### src/rtl/fifo_stream_reader.sv
// Drains the read port of an asynchronous FIFO into a valid/ready stream.
// Reads are credit-limited so every returning word has a guaranteed buffer slot.
module fifo_stream_reader #(
   parameter int DATA_WIDTH   = 16,
   parameter int READ_LATENCY = 1,
   parameter int BUFFER_DEPTH = 4,
   parameter int COUNT_WIDTH  = 32
) (
   input  logic                               clock,
   input  logic                               reset,
   input  logic                               fifo_empty,
   input  logic [DATA_WIDTH-1:0]              fifo_read_data,
   input  logic                               fifo_read_data_valid,
   output logic                               fifo_read_enable,
   input  logic                               flush,
   input  logic                               stream_ready,
   output logic                               stream_valid,
   output logic [DATA_WIDTH-1:0]              stream_data,
   output logic [$clog2(BUFFER_DEPTH+1)-1:0]  buffer_level,
   output logic [COUNT_WIDTH-1:0]             words_transferred,
   output logic                               protocol_error
);

   localparam int LW = $clog2(BUFFER_DEPTH + 1);
   localparam int PW = (BUFFER_DEPTH > 1) ? $clog2(BUFFER_DEPTH) : 1;
   localparam logic [PW-1:0] PTR_LAST     = PW'(BUFFER_DEPTH - 1);
   localparam logic [LW:0]   CREDIT_LIMIT = (LW + 1)'(BUFFER_DEPTH);

   generate
      if (BUFFER_DEPTH < READ_LATENCY + 2) begin : g_depth_check
         $error("fifo_stream_reader: BUFFER_DEPTH must be at least READ_LATENCY+2");
      end
   endgenerate

   logic [DATA_WIDTH-1:0] buffer_mem [BUFFER_DEPTH];
   logic [PW-1:0]         head_ptr;
   logic [PW-1:0]         tail_ptr;
   logic [LW-1:0]         outstanding;
   logic [LW-1:0]         discard_count;
   logic [LW:0]           credit_used;
   logic [LW:0]           pending_total;
   logic [LW:0]           flush_discard;
   logic                  word_accept;
   logic                  word_drop;
   logic                  word_error;
   logic                  beat;

   // Explicit wrap so non-power-of-two depths work.
   function automatic logic [PW-1:0] ptr_inc(input logic [PW-1:0] ptr);
      return (ptr == PTR_LAST) ? '0 : ptr + PW'(1);
   endfunction

   assign credit_used      = {1'b0, buffer_level} + {1'b0, outstanding};
   assign fifo_read_enable = !reset && !fifo_empty && !flush &&
                             (discard_count == '0) && (credit_used < CREDIT_LIMIT);

   assign word_drop   = fifo_read_data_valid && (discard_count != '0);
   assign word_error  = fifo_read_data_valid && (discard_count == '0) && (outstanding == '0);
   assign word_accept = fifo_read_data_valid && (discard_count == '0) && (outstanding != '0);

   assign stream_valid = (buffer_level != '0) && !flush;
   assign stream_data  = (buffer_level != '0) ? buffer_mem[head_ptr] : '0;
   assign beat         = stream_valid && stream_ready;

   // A word returning during the flush cycle is itself one of the in-flight words.
   assign pending_total = {1'b0, discard_count} + {1'b0, outstanding};
   assign flush_discard = pending_total -
                          {{LW{1'b0}}, (fifo_read_data_valid && (pending_total != '0))};

   always_ff @(posedge clock or posedge reset) begin
      if (reset) begin
         buffer_level      <= '0;
         outstanding       <= '0;
         discard_count     <= '0;
         head_ptr          <= '0;
         tail_ptr          <= '0;
         words_transferred <= '0;
         protocol_error    <= 1'b0;
      end else if (flush) begin
         buffer_level  <= '0;
         outstanding   <= '0;
         head_ptr      <= '0;
         tail_ptr      <= '0;
         discard_count <= LW'(flush_discard);
         if (fifo_read_data_valid && (pending_total == '0)) begin
            protocol_error <= 1'b1;
         end
      end else begin
         outstanding  <= outstanding + LW'(fifo_read_enable) - LW'(word_accept);
         buffer_level <= buffer_level + LW'(word_accept) - LW'(beat);
         if (word_drop) begin
            discard_count <= discard_count - LW'(1);
         end
         if (word_error) begin
            protocol_error <= 1'b1;
         end
         if (word_accept) begin
            tail_ptr <= ptr_inc(tail_ptr);
         end
         if (beat) begin
            head_ptr          <= ptr_inc(head_ptr);
            words_transferred <= words_transferred + COUNT_WIDTH'(1);
         end
      end
   end

   // Storage is data only; occupancy is tracked by buffer_level, so no reset.
   always_ff @(posedge clock) begin
      if (word_accept) begin
         buffer_mem[tail_ptr] <= fifo_read_data;
      end
   end

endmodule

### config.mk
export PLATFORM = sky130hd
export DESIGN_NAME = fifo_stream_reader
export DESIGN_NICKNAME = d
export VERILOG_FILES = /design/src/rtl/fifo_stream_reader.sv
export SDC_FILE = /design/constraint.sdc
export NUM_CORES = 1
export LEC_CHECK = 0
export CORE_MARGIN = 2
export CORE_UTILIZATION = 55
export CTS_BUF_LIST = sky130_fd_sc_hd__clkbuf_8
export CTS_CLUSTER_SIZE = 40
export DETAILED_ROUTE_END_ITERATION = 16
export GPL_ROUTABILITY_DRIVEN = 0
export PLACE_DENSITY_LB_ADDON = 0.3
export SYNTH_ARGS = -nofsm -noshare
export SYNTH_HDL_FRONTEND = slang
export SYNTH_SLANG_ARGS = --single-unit
export TNS_END_PERCENT = 30
### constraint.sdc
create_clock -name clock -period 6.4 [get_ports clock]
set_input_delay 1.92 -clock clock [delete_from_list [all_inputs] [get_ports clock]]
set_output_delay 1.92 -clock clock [all_outputs]
set_load 0.01 [all_outputs]
Yosys cells after proc, flatten, opt, wreduce, memory -nomap -nowiden
Memories as Yosys holds them, arrays and structs flattened. Cells that the tools add are included.

Memory bits (read-only): 0. Memories: 1. Register bits after elaboration: 46. Bits in latches: 0. Memory bits (writable): 64. Output and inout port bits: 54. Bits of input ports: 22. Word-level logic and storage cells: 68.

Muxes and demuxes: 16. $add $sub $neg: 11. Eq/ne operators: 3. Reductions and logical operators: 28. Multipliers: 0. Bitwise logic cells: 1. Divide/modulo/power cells: 0. Order comparisons: 1. Shift operators: 0.

Memories: buffer_mem (depth 4, bits a word 16, rd ports 1, clocked after Yosys merged registers in 0, wr ports 1, line 35) `logic [DATA_WIDTH-1:0] buffer_mem [BUFFER_DEPTH];`.

Operators with widths (number): adder 32 x 1 -> 32 bit, second input constant (1); 2-to-1 mux 16 bit (1); logical AND 1 bit (12); 2-to-1 mux 2 bit (6); 2-to-1 mux 3 bit (4); nonzero test 3 bit (3); subtractor 3 x 1 -> 3 bit (3); adder 3 x 3 -> 4 bit (2); nonzero test 2 bit (4); adder 3 x 1 -> 3 bit (2); zero test 3 bit (2); 2-to-1 mux 1 bit (5); adder 2 x 1 -> 2 bit, second input constant (2); equality test 2 bit, second input constant (2); zero test 4 bit (1); less-than comparator 4 x 3 -> 1 bit, second input constant (1); AND reduction 2 bit (2); nonzero test 4 bit (1); zero test 1 bit (3); subtractor 3 x 1 -> 3 bit, second input constant (1); != test 2 x 1 -> 1 bit, second input constant (1); NOT 1 bit (1).

Longest topological paths before layout
Gate-level depths: netlist (run 1).

Word-level depth: 8. Gate-level depth with buffers: 12. Gate-level depth less buffers: 12.

Worst setup path after synthesis (run 1)
Ideal clock, no wire load.

Kind: input port to output port. From: in flush. To: out stream_valid. Path slack: 1.896 ns. Required time: 4.480 ns. Path buffers: 2. Stages on the path: 3. Arrival time: 2.584 ns. Cell sequence: clkbuf_1 -> buf_1 -> nor2_1.

Cells in the longest elaborated chain, start to end: 2.

RTL lines: start: declaration (line 15) `input logic flush,`; zero test 1 bit (line 61) `assign stream_valid = (buffer_level != '0) && !flush;`; logical AND 1 bit (line 61); end: declaration (line 17) `output logic stream_valid,`.

Every way passes these cells.

Final worst setup path (run 1)
From: in fifo_empty. To: out fifo_read_enable.

Cells in the longest elaborated chain, start to end: 5.

RTL lines: start: declaration (line 11) `input logic fifo_empty,`; zero test 1 bit (line 54) `assign fifo_read_enable = !reset && !fifo_empty && !flush &&`; logical AND 1 bit (3 in series) (line 54); logical AND 1 bit (line 55) `(discard_count == '0) && (credit_used < CREDIT_LIMIT);`; end: declaration (line 14) `output logic fifo_read_enable,`.

Every way passes these cells.

==> results of run 1 <==
power breakdown:
group          switching [W]  total, W  internal (W)
registers          0.0000401  0.000825      0.000785
logic               0.000226  0.000479      0.000253
clock network       0.000271  0.000433      0.000163
kinds of logic after synthesis:
group / Yosys count / share of synthesized area
AND/OR/NAND/NOR: 114 / 0.139
flip-flops: 110 / 0.623
XOR/XNOR: 40 / 0.0710
buffers and inverters: 24 / 0.0198
adder cells (fa/ha/maj): 21 / 0.0578
multiplexers: 19 / 0.0791
AO/OA/AOI/OAI: 8 / 0.0104
final cells by class:
| type | count | area [um^2] | area share |
|---|---|---|---|
| sequential | 110 | 3070 | 0.511 |
| multi-input combinational | 202 | 1760 | 0.293 |
| timing repair buffer | 79 | 781 | 0.130 |
| tap | 108 | 135 | 0.0225 |
| clock buffer | 9 | 124 | 0.0206 |
| clock inverter | 7 | 92.6 | 0.0154 |
| inverter | 13 | 48.8 | 0.00811 |
how the worst min path moves through the flow:
stage                                  to  cells after the start  slack (ns)             startpoint
global placement    words_transferred[31]                      1        0.46  words_transferred[31]
floorplan           words_transferred[31]                      1        0.50  words_transferred[31]
finish              words_transferred[31]                      1        0.47  words_transferred[31]
CTS                 words_transferred[31]                      1        0.48  words_transferred[31]
detailed placement  words_transferred[31]                      1        0.46  words_transferred[31]
global route        words_transferred[31]                      1        0.50  words_transferred[31]
layer usage:
layer  part of all wire  track usage  vias to the layer above
met1               0.43        0.253                     1475
met4              0.011       0.0506                        0
li1                   -            -                     1377
met5                  0            0                        -
met3              0.050       0.0482                       10
met2               0.51        0.332                       72
synthesized netlist by cell type (2+ instances only):
cell / instances
a21oi_1: 3
and2_1: 5
and3_1: 6
and4_1: 4
buf_1: 2
buf_2: 3
clkbuf_1: 5
dfrtp_1: 46
edfxtp_1: 64
fa_1: 3
ha_1: 18
inv_1: 13
mux2i_1: 3
mux4_2: 16
nand2_1: 17
nand2b_1: 2
nand3_1: 11
nand3b_1: 3
nand4_1: 8
nor2_1: 18
nor2b_1: 20
nor3_1: 5
nor4_1: 2
or3_1: 3
xnor2_1: 27
xor2_1: 13
through the flow:
| stage | setup WS, ns | area (um^2) | util | cells |
|---|---|---|---|---|
| 3_5_place_dp | 0.979 | 5800 | 0.665 | 512 |
| 3_3_place_gp | 1.02 | 5800 | 0.665 | 512 |
| 6_report | 0.973 | 6020 | 0.690 | 528 |
| 5_1_grt | 0.821 | 6020 | 0.690 | 528 |
| 4_1_cts | 0.970 | 6020 | 0.690 | 528 |
| 2_1_floorplan | 1.90 | 4930 | - | 336 |
critical path, stage by stage:
cell             delay, ns
clkdlybuf4s50_1       0.40
nor4_1                0.28
nand3_1               0.11
a31oi_1               0.22
clkdlybuf4s50_1       0.58
sequential cells by signal, indices dropped and copies added (netlist names):
| name | cells |
|---|---|
| buffer_level | 3 |
| buffer_mem | 64 |
| discard_count | 3 |
| head_ptr | 2 |
| outstanding | 3 |
| protocol_error | 1 |
| tail_ptr | 2 |
| words_transferred | 32 |
==> flow_metrics.tcl, run 1 <==
set metrics [dict create \
    drtAntennaViolNets 0 \
    synth_edf_count 64 \
    hold_ws_ns 0.473 \
    wirelength_um 9030 \
    synthTopCellsByArea "edfxtp_1 39%, dfrtp_1 23%, mux4_2 7.3%" \
    ctsHoldBuffers 0 \
    yosys.area.top_type "edfxtp_1" \
    cap_violations 0 \
    die_width_um 98.7 \
    dr.pass1.iters 4 \
    crit_start "fifo_empty" \
    cts_tree "done" \
    critical_path_class "primary input to output pin" \
    cp.required_ns 4.48 \
    wl_per_cell_um 17.1 \
    syn_area_per_cell_um2 14.7 \
    tightest_slew_ns 0.876 \
    cp.arrival_ns 3.51 \
    power_density_nw_per_um2 289 \
    r2r_start "discard_count[1]" \
    synth_top_area_frac 0.390 \
    std_cell_rows 34 \
    grt_overflow 0 \
    final_common_cell "clkdlybuf4s50_1" \
    ys_warn_count 0 \
    grt_pass1_wl_um 14800 \
    die_y_um 98.7 \
    post_cts_buffers 0 \
    finalSetupTns_ns 0 \
    grt_usage 0.195 \
    synthFlopType "edfxtp_1" \
    p_leak_nw 2.33 \
    synthCells 336 \
    vias_per_cell 5.56 \
    power.total_w 0.00174 \
    area_growth_pct 22.0 \
    worstSkewPairLatency_ns 0.38 \
    ys_async_sr_fraction 0.418 \
    clock-sinks 110 \
    post-route-period-util 0.848 \
    hold_path.class "register to register" \
    cts_inserted_buffers 9 \
    final-setup-viol-count 0 \
    cts_resized 0 \
    htree_levels 3 \
    drive_above_1_share 0.105 \
    syn-num-nets 379 \
    hold_viol_final 0 \
    critPathCaptureType "output pin" \
    core_area_um2 8720 \
    ir_drop_uv 189 \
    ys_types 42 \
    grt_pass1_vias 2972 \
    io_pins 76 \
    drc 0 \
    relSlewSlack 0.416 \
    hpwl_um 6210 \
    clock_skew_ns 0.0219 \
    crit_path_end "fifo_read_enable" \
    cts-root-buf "clkbuf_8" \
    nets 458 \
    antenna_found_initial 0 \
    cts_buffer_depth 2 \
    final_cell_mix "75 x clkdlybuf4s50_1, 64 x edfxtp_1, 46 x dfrtp_1" \
    numPortBuffers 75 \
    synth_area_um2 4930 \
    initial_core_util 0.566 \
    synth-seq-area-share 0.623 \
    fillCellCount 611 \
    r2r_slack_ns 3.76 \
    status "finished, final reports clean" \
    critPathLaunchType "primary input" \
    fmax_ghz 0.184 \
    rsz0062_at_grt "no" \
    fin_crit_ns 5.43 \
    critPathMaxFanout 2 \
    grt_max_degree 47 \
    r2r.worst_path.cells 11 \
    antenna_cells 0 \
    vias 2934 \
    reg2reg_to "outstanding[2]" \
    drtIter0Drc 95 \
    clkTransAtPathRegs_ns 0.12 \
    die-area_um2 9740 \
    ys_ff_latch 110 \
    maxSlewViolCount 0 \
]
(Power assumes the default switching activity.)
==> run 2, diff against run 1 <==
clock period = 5.35 ns   (was 6.4 ns; I/O delays follow)
==> run 2 against run 1 <==
Against the previous run:
- sequential share of layout area is 0.074 points higher
- critical endpoint unchanged
- critical path type unchanged
- first-iteration DRC count is 45% higher
- die area stayed put
- non-clock buffer count stayed put
- design area is 0.15% lower
- worst setup slack worse by 0.36 ns
- flip-flop and latch count stayed put
- critical path depth stayed put
- clock skew is 0.0032 ns higher
- routed wire length is 1.3% higher
==> flow_metrics.tcl, run 2 (synthesized netlist as in run 1, its figures left out) <==
set metrics [dict create \
    drive_above_1_share 0.105 \
    cpMostUsedCell "clkdlybuf4s50_1" \
    numPortBuffers 75 \
    final-setup-viol-count 0 \
    finalSetupTns_ns 0 \
    cp.required_ns 3.74 \
    cts_resized 0 \
    critical_path_class "primary input to output pin" \
    hpwl_um 6300 \
    htree_levels 3 \
    final_cell_mix "75 x clkdlybuf4s50_1, 64 x edfxtp_1, 46 x dfrtp_1" \
    die-area_um2 9740 \
    maxSlewViolCount 0 \
    place_area_um2 5800 \
    vias_per_cell 5.48 \
    worstSkewPairLatency_ns 0.38 \
    clkTransAtPathRegs_ns 0.11 \
    multiInputGateArea_um2 1760 \
    fillCellCount 597 \
    cts_buffer_depth 2 \
    status "finished, final reports clean" \
    critPathMaxFanout 2 \
    drtAntennaViolNets 0 \
    grt_max_degree 47 \
    hold_viol_final 0 \
    grt_pass1_vias 3025 \
    cts-root-buf "clkbuf_8" \
    wirelength_um 9140 \
    wl_per_cell_um 17.3 \
    ir_drop_uv 220 \
    io_pins 76 \
    power_density_nw_per_um2 343 \
    crit_slowest_cell "clkdlybuf4s50_1" \
    p_leak_nw 2.32 \
    final_common_cell "clkdlybuf4s50_1" \
    clock_skew_ns 0.0250 \
    grt_overflow 0 \
    critPathLaunchType "primary input" \
    top_regs "buffer_mem x64, words_transferred x32" \
    cp_cell_sequence "clkdlybuf4s50_1, nor4_1, nand3_1, a31oi_1, clkdlybuf4s50_1" \
    clock-sinks 110 \
    hold_path.class "register to register" \
    register_area_um2 3070 \
    ctsHoldBuffers 0 \
    largest_register_ff_count 64 \
    vias 2895 \
    std_cell_rows 34 \
    grt_usage 0.204 \
    tightest_slew_ns 0.871 \
    relSlewSlack 0.420 \
    cp.arrival_ns 3.13 \
    core_area_um2 8720 \
    drc 0 \
    post_cts_buffers 0 \
    cts_inserted_buffers 9 \
    nets 458 \
    grt_pass1_wl_um 15400 \
    dr.pass1.iters 4 \
    antenna_found_initial 0 \
    antenna_cells 0 \
    die_width_um 98.7 \
    cts_tree "done" \
    drtIter0Drc 138 \
    final_area_um2 6010 \
    rsz0062_at_grt "no" \
    fmax_ghz 0.211 \
    max_stage_delay_ns 0.57 \
    area_growth_pct 21.8 \
    critPathCaptureType "output pin" \
    die_y_um 98.7 \
    regMostFlops "buffer_mem" \
    post-route-period-util 0.886 \
    initial_core_util 0.566 \
    cap_violations 0 \
    fin_crit_ns 4.74 \
]
run 2: cell types whose count changed in the layout (fill, tap and decap cells not counted):
| cell | previous run | this run |
|---|---|---|
| clkinv_4 | 0 | 1 |
| clkinvlp_4 | 1 | 0 |
| inv_6 | 1 | 3 |
| inv_8 | 1 | 0 |
| inv_12 | 2 | 0 |
| clkinv_8 | 2 | 3 |
run 2: report_power, final:
| group | leakage (nW) | internal (W) | total, W | switching, W |
|---|---|---|---|---|
| registers | 1.19 | 0.000939 | 0.000987 | 0.0000483 |
| clock network | 0.103 | 0.000187 | 0.000501 | 0.000314 |
| logic | 1.03 | 0.000303 | 0.000574 | 0.000271 |
run 2: path summary, 6_finish.rpt:
path / start / endpoint / slack, ns / cells past startpoint
max: fifo_empty / fifo_read_enable / 0.61 / 5
min: words_transferred[31] / words_transferred[31] / 0.48 / 1
max reg2reg: discard_count[1] / outstanding[2] / 2.68 / 11
min reg2reg: words_transferred[31] / words_transferred[31] / 0.48 / 1
max in group asynchronous: reset / words_transferred[21] / 3.25 / 3
min in group asynchronous: reset / words_transferred[31] / 1.71 / 3
run 2: cell type report:
cell class	instances	area share
Sequential cell	110	0.512
Multi-Input combinational cell	202	0.293
Timing Repair Buffer	79	0.130
Tap cell	108	0.0225
Clock buffer	9	0.0206
Clock inverter	7	0.0140
Inverter	13	0.00812
run 2: critical path: cells and delay by family:
kind	cells	cell delay, ns
AO/OA/AOI/OAI	1	0.20
buffers and inverters	2	0.96
AND/OR/NAND/NOR	2	0.36
run 2: through the flow:
step / setup WS, ns / instances / hold WS [ns] / util / power [W]
6_report: 0.610 / 528 / 0.478 / 0.689 / 0.00206
4_1_cts: 0.597 / 528 / 0.480 / 0.689 / 0.00209
3_5_place_dp: 0.592 / 512 / 0.460 / 0.665 / 0.00159
2_1_floorplan: 1.48 / 336 / 0.504 / - / 0.00133
3_3_place_gp: 0.603 / 512 / 0.455 / 0.665 / 0.00157
5_1_grt: 0.476 / 528 / 0.512 / 0.689 / 0.00217
run 2: routing by layer:
metal | track usage | vias to the layer above | share of wire
met3 | 0.0390 | 13 | 0.038
met4 | 0.0695 | 0 | 0.015
met2 | 0.346 | 66 | 0.52
met1 | 0.266 | 1444 | 0.43
li1 | - | 1372 | -
met5 | 0 | - | 0
==> edit: new RTL, config.mk and constraints of run 2 <==
Change the parameter `BUFFER_DEPTH` from 4 to 8.
--- a/src/rtl/fifo_stream_reader.sv
+++ b/src/rtl/fifo_stream_reader.sv
@@ -3,7 +3,7 @@
 module fifo_stream_reader #(
    parameter int DATA_WIDTH   = 16,
    parameter int READ_LATENCY = 1,
-   parameter int BUFFER_DEPTH = 4,
+   parameter int BUFFER_DEPTH = 8,
    parameter int COUNT_WIDTH  = 32
 ) (
    input  logic                               clock,
Ports: changed (resized buffer_level); port bits go from 76 to 77. No check against the original RTL was run, so the function may have changed too.
==> edit against run 2 <==
Critical path depth did not move; total power is 62% higher; cell area is 54% higher; utilization down 2.4 points; setup slack worse by 0.23 ns; cell count is 46% higher; sequential cell count is 69 higher; area after synthesis grew 58%; via count is 49% higher; wire length increased by 58%; critical endpoint unchanged; highest routed layer unchanged.
==> edit: results (changes against run 2) <==
| Metric | Value |
|---|---|
| Worst Hold Class | `reg -> reg` |
| Slowest stage cell, crit path | `clkdlybuf4s50_1` |
| Clock Tree Buf Depth | `2 (unchanged)` |
| Crit path largest cell delay | `0.59 ns (+0.02 ns)` |
| Synth top area cells | `edfxtp_1 49%, dfrtp_1 16%, mux4_2 9.2%` |
| Diode count | `0 (unchanged)` |
| H-tree Lvls | `4 (+1)` |
| First-pass GRT wire length | `23000 um (+50%)` |
| Clk_skew | `0.0164 ns (-0.00856 ns)` |
| Number of flops mapped to enable cells by yosys | `128 (+100%)` |
| Synth unique cells | `47 (+12%)` |
| Post-CTS setup buffer count | `0 (unchanged)` |
| Final net count | `631 (+38%)` |
| Placement Setup Slack | `0.394 ns (-0.198 ns)` |
| Synth cell count leaders | `128 x edfxtp_1, 51 x dfrtp_1, 41 x nor2_1` |
| Grt met3 use | `0.0457 (+0.00666)` |
| Later-pin clock latency in the skew report | `0.46 ns (+0.08 ns)` |
| Synth warn | `0 (unchanged)` |
| Vias in the first global route | `4402 (+46%)` |
| Total GRT Usage | `0.207 (+0.00311)` |
| Outcome | `completed` |
| Largest regs | `buffer_mem (128), words_transferred (32)` |
| Post-cts resize count | `0 (unchanged)` |
| # fillers | `959 (+61%)` |
| # port buffers | `76 (+1.3%)` |
| Starting DRT DRC Count | `308 (+120%)` |
| Grt met1 use | `0.274 (+0.00816)` |
| Slew HR | `0.244 (-0.176)` |
| Leakage power | `3.36 nW (+45%)` |
| Worst vdd ir | `0.374 mV (+70%)` |
| CTS clock-pin slew for the worst setup and hold paths | `0.08 ns (-0.03 ns)` |
| Worst endpoint data arrival time | `3.36 ns (+0.23 ns)` |
| DPL Wire Length | `9190 um (+46%)` |
| Via density | `5.58 (+1.7%)` |
| Top delay family on crit path | `buffers and inverters` |
| Initial antenna violation count | `0 (unchanged)` |
| TritonRoute pass-1 iters | `4 (unchanged)` |
| Net Count, Synth | `540 (+42%)` |
| Number of CTS-inserted buffers | `17 (+8)` |
| Proportion of layout cells with a drive suffix above 1 | `0.169 (+0.0639)` |
| Global route hottest layer | `met2` |
| Crit path max fanout | `2 (unchanged)` |
| Met2 usage | `0.342 (-0.00438)` |
| CTS Root Cell | `clkbuf_8` |
| Final wirelength | `14400 um (+58%)` |
| Synth async-reset ratio | `0.285 (-0.133)` |
| Largest net degree at the start of global routing | `52 (+11%)` |
| Main synth FF type | `edfxtp_1` |
| Share of the yosys chip area belonging to registers | `0.656 (+0.0329)` |
-- edit: cell count changes in the layout (fill, tap and decap cells not counted), moves of 8 or more --
cell | run 2 | this run
ha_1 | 18 | 26
edfxtp_1 | 64 | 128
mux4_2 | 16 | 32
nor2_1 | 18 | 41
inv_1 | 12 | 21
clkbuf_8 | 9 | 17
mux2i_1 | 3 | 18
nor2b_1 | 20 | 6
-- edit: logic make-up (layout without fill, tap and decap cells) --
group | Yosys count | count (layout) | synth area share
xor gates and xnor gates | 41 | 41 | 0.0460
AOI/OAI and AO/OA | 21 | 21 | 0.0157
buffers and inverters | 38 | 142 | 0.0210
DFF | 179 | 179 | 0.656
adders and majority gates | 29 | 29 | 0.0494
and+or+nand+nor | 130 | 130 | 0.0951
muxes | 51 | 51 | 0.117
-- edit: worst paths after layout --
check / from / endpoint / slack, ns / cells after the start
worst max-delay path: flush / fifo_read_enable / 0.38 / 5
worst min-delay path: words_transferred[31] / words_transferred[31] / 0.48 / 1
worst max register to register: discard_count[0] / outstanding[3] / 2.54 / 12
worst min register to register: words_transferred[31] / words_transferred[31] / 0.48 / 1
max in group asynchronous: reset / head_ptr[0] / 2.87 / 2
min in group asynchronous: reset / buffer_level[3] / 1.76 / 2
-- edit: metal layers --
metal / routed length (um) / share of wire
met1: 6210 / 0.43
met2: 7320 / 0.51
met3: 702 / 0.049
met4: 197 / 0.014
met5: 0 / 0
-- edit: worst register-to-register path, stage by stage (launching register included) --
cell	delay, ns
dfrtp_1	0.40
inv_1	0.14
ha_1	0.19
nor3b_2	0.36
nand3_2	0.34
inv_1	0.23
ha_1	0.17
inv_1	0.06
ha_1	0.27
a21o_1	0.15
a21oi_1	0.18
xnor2_1	0.14
nor2_1	0.05
-- edit: area by class of cell --
cell class | instances | area (um2) | share of cell area
sequential | 179 | 5120 | 0.555
multi-input combinational | 272 | 2570 | 0.279
timing repair buffer | 88 | 863 | 0.0935
clock buffer | 17 | 234 | 0.0254
tap | 180 | 225 | 0.0244
clock inverter | 15 | 131 | 0.0142
inverter | 22 | 82.6 | 0.00895
-- edit: power breakdown --
part	switching [mW]	leakage, nW	internal (mW)
Combinational	0.379	1.35	0.466
Sequential	0.0983	1.82	1.54
Clock	0.487	0.189	0.372
-- edit: through the flow --
step | power, mW | area (um2) | util | cells | hold slack, ns
global route | 3.53 | 9230 | 0.665 | 773 | 0.487
finish | 3.34 | 9230 | 0.665 | 773 | 0.475
detailed placement | 2.52 | 8860 | 0.639 | 741 | 0.464
global placement | 2.50 | 8860 | 0.639 | 741 | 0.456
CTS | 3.38 | 9230 | 0.665 | 773 | 0.479
floorplan | 2.16 | 7800 | - | 489 | 0.504
